===== config.mk =====
export PLATFORM = sky130hd
export DESIGN_NAME = sprite_blitter
export DESIGN_NICKNAME = d
export VERILOG_FILES = /design/src/rtl/sprite_blitter.sv
export SDC_FILE = /design/constraint.sdc
export NUM_CORES = 1
export LEC_CHECK = 0
export ABC_AREA = 1
export CORE_AREA = 4 4 222 116
export DETAILED_ROUTE_END_ITERATION = 8
export DIE_AREA = 0 0 226 120
export PLACE_DENSITY = 0.59
export SETUP_SLACK_MARGIN = 0.5
export SYNTH_ARGS = -nofsm -noshare
export SYNTH_HDL_FRONTEND = slang
export SYNTH_SLANG_ARGS = --single-unit

===== constraint.sdc =====
create_clock -name Clk -period 2 [get_ports Clk]
set_input_delay 0.5 -clock Clk [delete_from_list [all_inputs] [get_ports Clk]]
set_output_delay 0.5 -clock Clk [all_outputs]
set_load 0.01 [all_outputs]

===== src/rtl/sprite_blitter.sv =====
// Sprite/clear blitter feeding the frame buffer write port: one 8-bit pixel per clock,
// with a transparent colour key and clipping at the right and bottom edges of the screen.
`timescale 1ns/1ps
module sprite_blitter #(
  parameter int         SCREEN_W    = 640,
  parameter int         SCREEN_H    = 480,
  parameter logic [7:0] TRANSPARENT = 8'hFF,
  parameter int         ROM_AW      = 16
) (
  input  logic              Clk,
  input  logic              Reset,
  input  logic              cmd_valid,
  output logic              cmd_ready,
  input  logic [1:0]        cmd_op,
  input  logic [9:0]        cmd_x,
  input  logic [9:0]        cmd_y,
  input  logic [6:0]        cmd_w,
  input  logic [6:0]        cmd_h,
  input  logic [ROM_AW-1:0] cmd_base,
  input  logic [7:0]        cmd_fill,
  output logic [ROM_AW-1:0] rom_addr,
  input  logic [7:0]        rom_data,
  output logic [18:0]       frame_wrAddress,
  output logic [7:0]        frame_input,
  output logic              frame_we,
  output logic              busy,
  output logic              done
);

  typedef enum logic [2:0] {IDLE, CLEAR, BLIT, DRAIN, DONE} state_t;

  localparam logic [10:0] W11       = 11'(SCREEN_W);
  localparam logic [10:0] H11       = 11'(SCREEN_H);
  localparam logic [18:0] W19       = 19'(SCREEN_W);
  localparam logic [18:0] LAST_ADDR = 19'(SCREEN_W * SCREEN_H - 1);

  state_t              state_q, state_d;
  logic [ROM_AW-1:0]   rom_addr_q, rom_addr_d;
  logic [18:0]         wr_addr_q, wr_addr_d;
  logic [18:0]         row_base_q, row_base_d;
  logic [9:0]          x0_q, x0_d;
  logic [6:0]          w_last_q, w_last_d;
  logic [6:0]          h_last_q, h_last_d;
  logic [6:0]          col_q, col_d;
  logic [6:0]          row_q, row_d;
  logic [10:0]         cur_x_q, cur_x_d;
  logic [10:0]         cur_y_q, cur_y_d;
  logic [7:0]          fill_q, fill_d;
  logic                clr_we_q, clr_we_d;
  logic                pend_q, pend_d;
  logic                vis_q, vis_d;
  logic                done_q, done_d;

  // y*SCREEN_W as a sum of constant shifts; for 640 this is (y<<9)+(y<<7).
  function automatic logic [18:0] times_w(input logic [9:0] y);
    logic [18:0] acc;
    acc = '0;
    for (int b = 0; b < 19; b++)
      if (SCREEN_W[b]) acc = acc + (19'(y) << b);
    return acc;
  endfunction

  always_comb begin
    // NOTE: every _d starts from its _q (or idle value) so no path through the case infers a latch.
    state_d    = state_q;
    rom_addr_d = rom_addr_q;
    wr_addr_d  = wr_addr_q;
    row_base_d = row_base_q;
    x0_d       = x0_q;
    w_last_d   = w_last_q;
    h_last_d   = h_last_q;
    col_d      = col_q;
    row_d      = row_q;
    cur_x_d    = cur_x_q;
    cur_y_d    = cur_y_q;
    fill_d     = fill_q;
    vis_d      = vis_q;
    clr_we_d   = 1'b0;
    pend_d     = 1'b0;
    done_d     = 1'b0;

    unique case (state_q)
      IDLE: begin
        if (cmd_valid) begin
          x0_d       = cmd_x;
          w_last_d   = cmd_w - 7'd1;
          h_last_d   = cmd_h - 7'd1;
          col_d      = '0;
          row_d      = '0;
          cur_x_d    = {1'b0, cmd_x};
          cur_y_d    = {1'b0, cmd_y};
          row_base_d = times_w(cmd_y);
          fill_d     = cmd_fill;
          if (cmd_op == 2'd0) begin
            state_d   = CLEAR;
            clr_we_d  = 1'b1;
            wr_addr_d = '0;
          end else if (cmd_op == 2'd1 && cmd_w != 7'd0 && cmd_h != 7'd0) begin
            state_d    = BLIT;
            rom_addr_d = cmd_base;
          end else begin
            state_d = DONE;
            done_d  = 1'b1;
          end
        end
      end

      CLEAR: begin
        if (wr_addr_q == LAST_ADDR) begin
          state_d = DONE;
          done_d  = 1'b1;
        end else begin
          clr_we_d  = 1'b1;
          wr_addr_d = wr_addr_q + 19'd1;
        end
      end

      BLIT: begin
        // The pixel addressed now is written next cycle, when its ROM byte arrives.
        pend_d     = 1'b1;
        vis_d      = (cur_x_q < W11) && (cur_y_q < H11);
        wr_addr_d  = row_base_q + 19'(cur_x_q);
        rom_addr_d = rom_addr_q + 1'b1;
        if (col_q == w_last_q) begin
          col_d   = '0;
          cur_x_d = {1'b0, x0_q};
          if (row_q == h_last_q) begin
            state_d = DRAIN;
          end else begin
            row_d      = row_q + 7'd1;
            cur_y_d    = cur_y_q + 11'd1;
            row_base_d = row_base_q + W19;
          end
        end else begin
          col_d   = col_q + 7'd1;
          cur_x_d = cur_x_q + 11'd1;
        end
      end

      DRAIN: begin
        state_d = DONE;
        done_d  = 1'b1;
      end

      DONE: state_d = IDLE;

      default: state_d = IDLE;
    endcase
  end

  always_ff @(posedge Clk) begin
    // NOTE: state uses non-blocking assignments so every flop sees pre-edge values; reset is synchronous.
    if (Reset) begin
      state_q    <= IDLE;
      rom_addr_q <= '0;
      wr_addr_q  <= '0;
      row_base_q <= '0;
      x0_q       <= '0;
      w_last_q   <= '0;
      h_last_q   <= '0;
      col_q      <= '0;
      row_q      <= '0;
      cur_x_q    <= '0;
      cur_y_q    <= '0;
      fill_q     <= '0;
      clr_we_q   <= 1'b0;
      pend_q     <= 1'b0;
      vis_q      <= 1'b0;
      done_q     <= 1'b0;
    end else begin
      state_q    <= state_d;
      rom_addr_q <= rom_addr_d;
      wr_addr_q  <= wr_addr_d;
      row_base_q <= row_base_d;
      x0_q       <= x0_d;
      w_last_q   <= w_last_d;
      h_last_q   <= h_last_d;
      col_q      <= col_d;
      row_q      <= row_d;
      cur_x_q    <= cur_x_d;
      cur_y_q    <= cur_y_d;
      fill_q     <= fill_d;
      clr_we_q   <= clr_we_d;
      pend_q     <= pend_d;
      vis_q      <= vis_d;
      done_q     <= done_d;
    end
  end

  // ROM data lands in the write cycle itself, so the colour key acts on it directly.
  assign frame_we        = clr_we_q | (pend_q & vis_q & (rom_data != TRANSPARENT));
  assign frame_input     = pend_q ? rom_data : (clr_we_q ? fill_q : 8'h00);
  assign frame_wrAddress = wr_addr_q;
  assign rom_addr        = rom_addr_q;
  assign cmd_ready       = (state_q == IDLE);
  assign busy            = (state_q != IDLE);
  assign done            = done_q;

endmodule


==> run metrics <==
status complete, no violations; HP Start x0_q[1]; Hold EP x0_q[1]; worst reg2reg path depth 14; Initial DRC Count 1002; #FFs+latches synth 122; Layout Skew 10.6 ps; Die X 226 um; first-pass GRT wire length 50.9 mm; flop-to-flop setup slack 210 ps; port bufs 117; Worst VDD drop 0.768 mV; grt total ovfl 0; HP Class reg -> reg; Syn-to-layout area delta 73.1%; crit path from clr_we_q; Hold Slack 461 ps; CTS Hold Buffers Added 0; Root Buffer clkbuf_16; CP Data Arrival Time 1310 ps; leakage 6.13 nW; final WL 34.4 mm; r2r startpoint col_q[0]; commonest non-fill, non-tap cell in the layout nand2_1; Diodes inserted 0; Max Clock Freq 552 MHz; clock slew at the register clock pins of the worst setup and hold paths 60 ps; H-Tree Depth 4; I/O pin total 118; Sw Ratio 43.0%; share of layout cells above drive strength 1 41.8%; Mapped Nets 1439; Routed WL per cell 17.4 um; die area 0.0271 sq mm; Slew Limit Fails 0; DR vias/cell 5.26; setup repair after global routing missed its margin true; vias in the first global route 9394; Worst-Skew Late Latency 430 ps; largest net degree at the start of global routing 69; crit path capture type primary output; post-synthesis sequential area ratio 29.9%; final core utilization 59.7%; Num CTS Buffers 17; required time of the critical path 1500 ps; CP Class reg -> out; Ys Warns 0; Buf/Inv on CP 2; synthesized area 0.00817 sq mm; crit path launch type register; GRT Overall Usage 23.5%; Avg Inst Size Synth 6.08 sq um; Unique masters post-synth 39; CTS tree done; Die H 120 um; Final min period 1810 ps; Worst path slowest cell dfxtp_2; Crit path max-delay family flip-flops; sw power 8.14 mW; Final HPWL DP 20.3 mm; hold path depth 2; max incr delay on CP 360 ps; post-detailed-route count of antenna-violating nets 0; worst-margin pin slew 499 ps; Worst path depth 3; Core Area 0.0237 sq mm; most frequent cells in the layout nand2_1 (288), nor2_1 (128), buf_4 (124), inv_1 (102), nand3_1 (100); drt drc 0; P_int 10.8 mW; RR Endpoint row_base_q[11]; via count 10400; nets@finish 1738; CP cell instances inv_1 > o31ai_1 > buf_2; final hold vios 0; Cell Rows 40; Sequential Power Share 21.7%; max_cap viols 0; initial antenna violation count 0; worst-path maximum fanout 6; PD cells 1340 mW/mm^2; starting density of the core 34.5%; Cells after Synth 1344; fillers 2087; worst relative slew slack 66.4%; placer congestion estimate 0.927; crit share post-route 90.6%; Comb pwr share 62.2%; Clock Sinks 122; Setup Viol. Count Final 0; Pre-Repair DR Iteration Count 5; maximum root-to-sink buffer count 2; Clock power frac 16.2%
==> power by group through the flow <==
stage | registers (mW) | logic [mW] | clock network [mW]
after global routing | 4.19 | 12.5 | 3.24
final | 4.10 | 11.8 | 3.06
after floorplan | 3.83 | 3.92 | 0
after global placement | 3.94 | 6.23 | 0
after CTS | 3.98 | 9.69 | 3.10
after detailed placement | 3.95 | 6.27 | 0
==> synth_stat cells, drive strengths merged <==
cell    instances  area [sq um]
o21ai          85           425
buf            29           163
clkinv          1          3.75
o21bai          6          45.0
o22ai           4          25.0
xnor2          15           131
conb            1          3.75
a31oi           7          43.8
a211oi          3          22.5
nor3b           2          15.0
o31ai           6          45.0
fa              1          20.0
nand4          18           113
clkbuf         21          78.8
nand2         396          1490
o211ai          7          52.6
inv           133           499
or2             3          18.8
dfxtp         122          2440
xor2           14           123
o221ai          1          8.76
nor3           20           100
a31o            1          8.76
a21boi          1          7.51
a21oi          91           455
nand3b         15           125
ha             23           288
a32oi           1          8.76
nor2          187           752
a22o            1          8.76
nand3         129           646
==> flip-flops by register name, indices dropped and copies added (netlist names) <==
| signal | cells |
|---|---|
| cur_y_q | 11 |
| row_q | 7 |
| fill_q | 8 |
| vis_q | 1 |
| done | 1 |
| clr_we_q | 1 |
| row_base_q | 12 |
| rom_addr | 16 |
| cur_x_q | 11 |
| frame_wrAddress | 19 |
| x0_q | 10 |
| h_last_q | 7 |
| state_q | 3 |
| pend_q | 1 |
| col_q | 7 |
| w_last_q | 7 |
==> per-stage QoR <==
stage	setup TNS [ps]	instance area, sq um	std cells	total power, mW	setup slack, ps
after floorplan	0	8460	1344	7.76	316
after global placement	-10160	10500	1808	10.2	-346
after detailed placement	-11760	10500	1808	10.2	-353
after CTS	0	12900	1933	16.8	180
after global routing	0	14100	1971	20.0	65.7
final	0	14100	1971	18.9	187
==> worst max-delay path by stage <==
stage / slack, ps / end
after floorplan: 320 / row_base_q[17]
after global placement: -350 / row_base_q[17]
after detailed placement: -350 / row_base_q[17]
after CTS: 180 / frame_input[3]
after global routing: 70 / row_base_q[11]
final: 190 / frame_input[4]
==> kinds of logic after synthesis <==
family | after synthesis | synth area share, %
AND/OR/NAND/NOR | 770 | 39.9
AO/OA/AOI/OAI | 214 | 14.2
buffers and inverters | 184 | 9.11
flip-flops | 122 | 29.9
XOR/XNOR | 29 | 3.11
adder cells (fa/ha/maj) | 24 | 3.77
other | 1 | 0.0459
==> worst register-to-register path, delay by kind of cell, from the launching register on <==
kind | cells | cell delay [ps]
AND/OR/NAND/NOR | 11 | 1030
flip-flops | 1 | 370
buffers and inverters | 3 | 340
==> what timing repair did <==
action	in CTS	in global routing
gates resized for setup	562	261
gates cloned	19	5
pin swaps	105	101
buffers inserted	74	33
endpoints found under the setup margin	161	138
==> metal layers <==
metal	wire [um]	global-route usage [%]
met1	16600	36.5
met4	439	5.05
met5	0	0
met2	14700	32.9
met3	2670	4.69
==> area by class of cell <==
| class | instances | area [sq um] | share of cell area (%) |
|---|---|---|---|
| clock inverters | 11 | 121 | 0.858 |
| repair buffers | 327 | 3370 | 23.8 |
| inverters | 134 | 562 | 3.97 |
| clock buffers | 21 | 450 | 3.18 |
| repair inverters | 1 | 7.51 | 0.0531 |
| multi-input cells | 1040 | 6610 | 46.7 |
| flip-flops and latches | 122 | 2630 | 18.6 |
| well taps | 315 | 394 | 2.79 |
No activity file was read; power rests on OpenSTA's default activity.
